`config.mk`:
```
export PLATFORM = sky130hd
export DESIGN_NAME = gate2_exerciser
export DESIGN_NICKNAME = d
export VERILOG_FILES = /design/src/rtl/gate2_exerciser_pkg.sv /design/src/rtl/gate2_exerciser_settle_timer.sv /design/src/rtl/gate2_exerciser.sv
export SDC_FILE = /design/constraint.sdc
export NUM_CORES = 1
export LEC_CHECK = 0
export ABC_CLOCK_PERIOD_IN_PS = 1700
export CORE_ASPECT_RATIO = 0.9
export CORE_UTILIZATION = 49
export DETAILED_ROUTE_END_ITERATION = 10
export HOLD_SLACK_MARGIN = 0.06
export PLACE_DENSITY_LB_ADDON = 0.08
export SLEW_MARGIN = 5
export SYNTH_ARGS = -nofsm -noshare
export SYNTH_HDL_FRONTEND = slang
export SYNTH_SLANG_ARGS = --single-unit
```
`constraint.sdc`:
```
create_clock -name clk -period 1.7 [get_ports clk]
set_input_delay 0.34 -clock clk [delete_from_list [all_inputs] [get_ports clk]]
set_output_delay 0.34 -clock clk [all_outputs]
set_load 0.02 [all_outputs]
```
`src/rtl/gate2_exerciser_pkg.sv`:
```
// Shared types and constants for the 2-input gate exerciser:
// FSM state encoding, vector sizing and reference truth tables.
package gate_tb_pkg;

  typedef enum logic [1:0] {
    IDLE  = 2'd0,
    WAIT  = 2'd1,
    CHECK = 2'd2
  } state_e;

  localparam int VEC_W   = 2;
  localparam int NUM_VEC = 4;

  // Bit i of each table is the expected y for {a,b} == i.
  localparam logic [NUM_VEC-1:0] TT_AND  = 4'b1000;
  localparam logic [NUM_VEC-1:0] TT_OR   = 4'b1110;
  localparam logic [NUM_VEC-1:0] TT_NAND = 4'b0111;
  localparam logic [NUM_VEC-1:0] TT_NOR  = 4'b0001;
  localparam logic [NUM_VEC-1:0] TT_XOR  = 4'b0110;
  localparam logic [NUM_VEC-1:0] TT_XNOR = 4'b1001;

  function automatic logic expected_y(input logic [NUM_VEC-1:0] tt,
                                      input logic [VEC_W-1:0]   idx);
    return tt[idx];
  endfunction

endpackage

```
`src/rtl/gate2_exerciser_settle_timer.sv`:
```
// Load/decrement settle counter; zero_o flags when the hold time has elapsed.
module settle_timer
  import gate_tb_pkg::*;
#(
  parameter int CNT_W = 4
) (
  input  logic             clk,
  input  logic             rst_n,
  input  logic             load_i,
  input  logic             dec_i,
  input  logic [CNT_W-1:0] load_val_i,
  output logic [CNT_W-1:0] cnt_o,
  output logic             zero_o
);

  logic [CNT_W-1:0] cnt_q;
  logic [CNT_W-1:0] cnt_d;

  // Next count: load has priority over decrement.
  always_comb begin
    cnt_d = cnt_q;
    if (load_i) begin
      cnt_d = load_val_i;
    end else if (dec_i) begin
      cnt_d = cnt_q - {{(CNT_W-1){1'b0}}, 1'b1};
    end else begin
      cnt_d = cnt_q;
    end
  end

  // Count register with synchronous active-low reset.
  always_ff @(posedge clk) begin
    if (!rst_n) begin
      cnt_q <= {CNT_W{1'b0}};
    end else begin
      cnt_q <= cnt_d;
    end
  end

  assign cnt_o  = cnt_q;
  assign zero_o = (cnt_q == {CNT_W{1'b0}});

endmodule

```
`src/rtl/gate2_exerciser.sv`:
```
// Walks a 2-input gate through all four input vectors, holds each for SETTLE
// cycles, then samples the gate output against TRUTH and reports the result.
module gate2_exerciser
  import gate_tb_pkg::*;
#(
  parameter logic [3:0] TRUTH  = TT_AND,
  parameter int         SETTLE = 2,
  parameter int         CNT_W  = 4
) (
  input  logic             clk,
  input  logic             rst_n,
  input  logic             start,
  output logic             dut_a,
  output logic             dut_b,
  input  logic             dut_y,
  output logic             busy,
  output logic             done,
  output logic             pass,
  output logic [3:0]       fail_mask,
  output logic [VEC_W-1:0] vec_idx
);

  localparam logic [CNT_W-1:0] LOAD_VAL = CNT_W'(SETTLE - 1);
  localparam logic [VEC_W-1:0] LAST_VEC = VEC_W'(NUM_VEC - 1);

  state_e           state_q;
  logic             dut_a_q;
  logic             dut_b_q;
  logic             busy_q;
  logic             done_q;
  logic             pass_q;
  logic [3:0]       fail_mask_q;
  logic [VEC_W-1:0] vec_idx_q;

  logic [3:0]       fail_mask_d;
  logic [VEC_W-1:0] vec_idx_d;
  logic             mismatch;
  logic             tmr_load;
  logic             tmr_dec;
  logic             tmr_zero;
  logic [CNT_W-1:0] tmr_cnt;

  settle_timer #(
    .CNT_W (CNT_W)
  ) u_settle_timer (
    .clk        (clk),
    .rst_n      (rst_n),
    .load_i     (tmr_load),
    .dec_i      (tmr_dec),
    .load_val_i (LOAD_VAL),
    .cnt_o      (tmr_cnt),
    .zero_o     (tmr_zero)
  );

  // Compare logic and timer control derived from current state.
  always_comb begin
    mismatch    = (dut_y != expected_y(TRUTH, vec_idx_q));
    fail_mask_d = fail_mask_q;
    if (mismatch) begin
      fail_mask_d[vec_idx_q] = 1'b1;
    end else begin
      fail_mask_d = fail_mask_q;
    end
    vec_idx_d = vec_idx_q + {{(VEC_W-1){1'b0}}, 1'b1};
    tmr_load  = ((state_q == IDLE) && start) ||
                ((state_q == CHECK) && (vec_idx_q != LAST_VEC));
    tmr_dec   = (state_q == WAIT) && !tmr_zero;
  end

  // Sequencer FSM with all outputs registered.
  always_ff @(posedge clk) begin
    if (!rst_n) begin
      state_q     <= IDLE;
      dut_a_q     <= 1'b0;
      dut_b_q     <= 1'b0;
      busy_q      <= 1'b0;
      done_q      <= 1'b0;
      pass_q      <= 1'b0;
      fail_mask_q <= 4'b0000;
      vec_idx_q   <= {VEC_W{1'b0}};
    end else begin
      done_q <= 1'b0;
      case (state_q)
        IDLE: begin
          if (start) begin
            vec_idx_q   <= {VEC_W{1'b0}};
            dut_a_q     <= 1'b0;
            dut_b_q     <= 1'b0;
            fail_mask_q <= 4'b0000;
            pass_q      <= 1'b0;
            busy_q      <= 1'b1;
            state_q     <= WAIT;
          end else begin
            state_q <= IDLE;
          end
        end
        WAIT: begin
          if (tmr_zero) begin
            state_q <= CHECK;
          end else begin
            state_q <= WAIT;
          end
        end
        CHECK: begin
          fail_mask_q <= fail_mask_d;
          if (vec_idx_q == LAST_VEC) begin
            done_q  <= 1'b1;
            busy_q  <= 1'b0;
            pass_q  <= (fail_mask_d == 4'b0000);
            dut_a_q <= 1'b0;
            dut_b_q <= 1'b0;
            state_q <= IDLE;
          end else begin
            vec_idx_q <= vec_idx_d;
            dut_a_q   <= vec_idx_d[1];
            dut_b_q   <= vec_idx_d[0];
            state_q   <= WAIT;
          end
        end
        default: begin
          state_q <= IDLE;
          busy_q  <= 1'b0;
        end
      endcase
    end
  end

  assign dut_a     = dut_a_q;
  assign dut_b     = dut_b_q;
  assign busy      = busy_q;
  assign done      = done_q;
  assign pass      = pass_q;
  assign fail_mask = fail_mask_q;
  assign vec_idx   = vec_idx_q;

endmodule

```
==> impl_metrics.toml <==
[sta]
timing.fmax_mhz = 613
tightest_slew_ns = 0.419
finalMaxSlewViolations = 0
rsz0062_at_grt = "no"
hold_slack_ns = 0.495
final.setup.tns_ns = 0
skew_ns = 0.0183
post-route-period-util_pct = 95.9
finalHoldViolCount = 0
setup_viol = 0
layout_min_cycle_time_ns = 1.63
slew_headroom_pct = 72.0
setup_slack_ns = 0.0699

[power]
irDropWorstVdd_mv = 0.695
power_density_nw_per_um2 = 765
leakage_nw = 0.431
power_uw = 809

[logic_synthesis]
ys_seq_area_share_pct = 41.8
postSynthCellCount = 92
ys_warn_count = 0
synth_edf_count = 0
async_flop_share_pct = 0
synth_area_um2 = 815
syn-num-nets = 102
synth_flop_cell = "dfxtp_1"
synth.top_cell.area_share_pct = 41.8
postSynthAreaPerCell_um2 = 8.85
synth_cell_types = 31
synth_area_leaders = "dfxtp_1 42%, ha_1 9.2%, nor2_1 4.6%"
synth_seq_cells = 17
yosysTopAreaCell = "dfxtp_1"

[placement]
hpwl_um = 1280
numPortBuffers = 14
gp_congestion = 0.849
post-place-cells = 132
post-place-ws_ns = 0.0818
placed_area_um2 = 1020

[grt]
grt-ovfl-total = 0
grt_pass1_vias = 662
track_usage_pct = 23.5
grt_max_degree = 12
grt_pass1_wl_um = 2880
antenna_found_initial = 0

[finish]
instances_no_fill = 136
finalInstanceArea_um2 = 1060
fin_nets = 125
final_util_pct = 70.7
syn_to_final_growth_pct = 29.8
antenna_cells = 0
drive_above_1_share_pct = 12.3

[detailed_routing]
drtIter0Drc = 11
dr.pass1.iters = 4
wl_per_cell_um = 12.8
postRouteAntennaNets = 0
vias = 742
drcViolationCount = 0
routed_wirelength_um = 1750
routed_via_density = 5.46

[run]
maxCapViolCount = 0

[hold_path]
hold_path_end = "pass"
min-delay-start = "pass"
hold-path-cell-count = 2
hp-class = "flip-flop to flip-flop"

[clock_tree]
cts_sinks = 17
htreeDepth = 1
cts_tree = "done"
cts_made_buffers = 3
clk-insertion-delay-late_ns = 0.31
cts_root_buffer = "clkbuf_4"
post_cts_resized = 1
cts_buffer_depth = 2
postCtsSetupRepairBufs = 0
path_clk_slew_ns = 0.12
postCtsHoldBufs = 0

[setup_path]
worstReg2RegEnd = "u_settle_timer.cnt_o[3]"
path_max_fanout = 3
arrival_ns = 1.29
reg2reg_from = "u_settle_timer.cnt_o[0]"
critPathKind = "flip-flop to output port"
cp_slowest_cell = "clkdlybuf4s50_1"
reg2reg_slack_ns = 0.09
critical_path_buf_inv_count = 1
crit_chain = "clkdlybuf4s50_1"
cpPeakStageDelay_ns = 0.61
start_kind = "flip-flop"
crit_family = "buffers and inverters"
end_kind = "output port"
cp.required_ns = 1.36
r2r_cells = 5

[run_status]
status = "completed"

[floorplan]
fp.dieArea_um2 = 1830
die_h_um = 40.7
placementRows = 13
die_w_um = 45.0
num_io_pins = 15
start_util_pct = 54.4
fp.coreArea_um2 = 1500
area by class of cell:
type                       count  area, um2
sequential                    17        342
tap                           22       27.5
multi-input combinational     66        444
timing repair buffer          21        194
clock buffer                   3       22.5
inverter                       6       22.5
clock inverter                 1       5.00
fill                         125        439
report_power, final:
group          total [mW]  internal [mW]  switching [mW]  leakage (nW)
Clock               0.231         0.0880           0.143        0.0177
Sequential          0.433          0.414          0.0189         0.138
Combinational       0.145         0.0702          0.0746         0.275
cell usage after synthesis, types with 2 or more instances:
library cell	count
dfxtp_1	17
nand2b_1	3
o21ai_0	7
ha_1	6
nand2_1	4
nand3b_1	2
nor3_1	2
nor3b_1	2
or3_1	3
and2_1	2
a21oi_1	4
clkbuf_1	2
or4_1	2
nor2_1	10
inv_1	6
a31oi_1	4
a211oi_1	2
flip-flops by register name (all words and copies together), names as in the netlist:
signal	cells
dut_b	1
dut_a	1
pass	1
done	1
busy	1
state_q	2
fail_mask	4
u_settle_timer.cnt_o	4
vec_idx	2
cell usage in the layout (no fill, tap or decap), types with 2 or more instances in the layout:
master,synthesis,routed
or4_1,2,2
a31oi_1,4,4
o21ai_0,7,7
and2_1,2,2
clkdlybuf4s50_1,0,12
nand2b_1,3,3
nor3_1,2,2
dfxtp_1,17,16
nor2_1,10,10
clkbuf_4,0,3
buf_4,0,7
inv_1,6,6
ha_1,6,6
nand2_1,4,4
or3_1,3,3
a21oi_1,4,4
a211oi_1,2,2
nand3b_1,2,2
kinds of logic after synthesis:
family                     Yosys count  share of synthesized area, %
and+or+nand+nor                     33                          22.0
AOI/OAI and AO/OA                   25                          20.4
muxes                                1                          1.23
buffers and inverters                9                          4.30
adders and majority gates            6                          9.22
xor gates and xnor gates             1                          1.08
DFF                                 17                          41.8
routing by layer:
layer | part of all wire, % | GRT usage [%]
met5 | 0 | 0
met2 | 47 | 38.4
met1 | 49 | 27.7
met3 | 3.3 | 9.25
met4 | 0.74 | 9.85
how the worst max path moves through the flow:
stage | cells after the start | to | from
floorplan | 5 | u_settle_timer.cnt_o[3] | u_settle_timer.cnt_o[0]
global placement | 5 | u_settle_timer.cnt_o[3] | u_settle_timer.cnt_o[0]
detailed placement | 5 | u_settle_timer.cnt_o[3] | u_settle_timer.cnt_o[0]
CTS | 1 | vec_idx[0] | vec_idx[0]
global route | 5 | u_settle_timer.cnt_o[3] | u_settle_timer.cnt_o[0]
finish | 1 | fail_mask[3] | fail_mask[3]
worst min-delay path: stages (launching register included):
cell and delay (ns):
dfxtp_1 0.33, o21ai_0 0.07, a21oi_1 0.06
No activity file was read; power rests on OpenSTA's default activity.
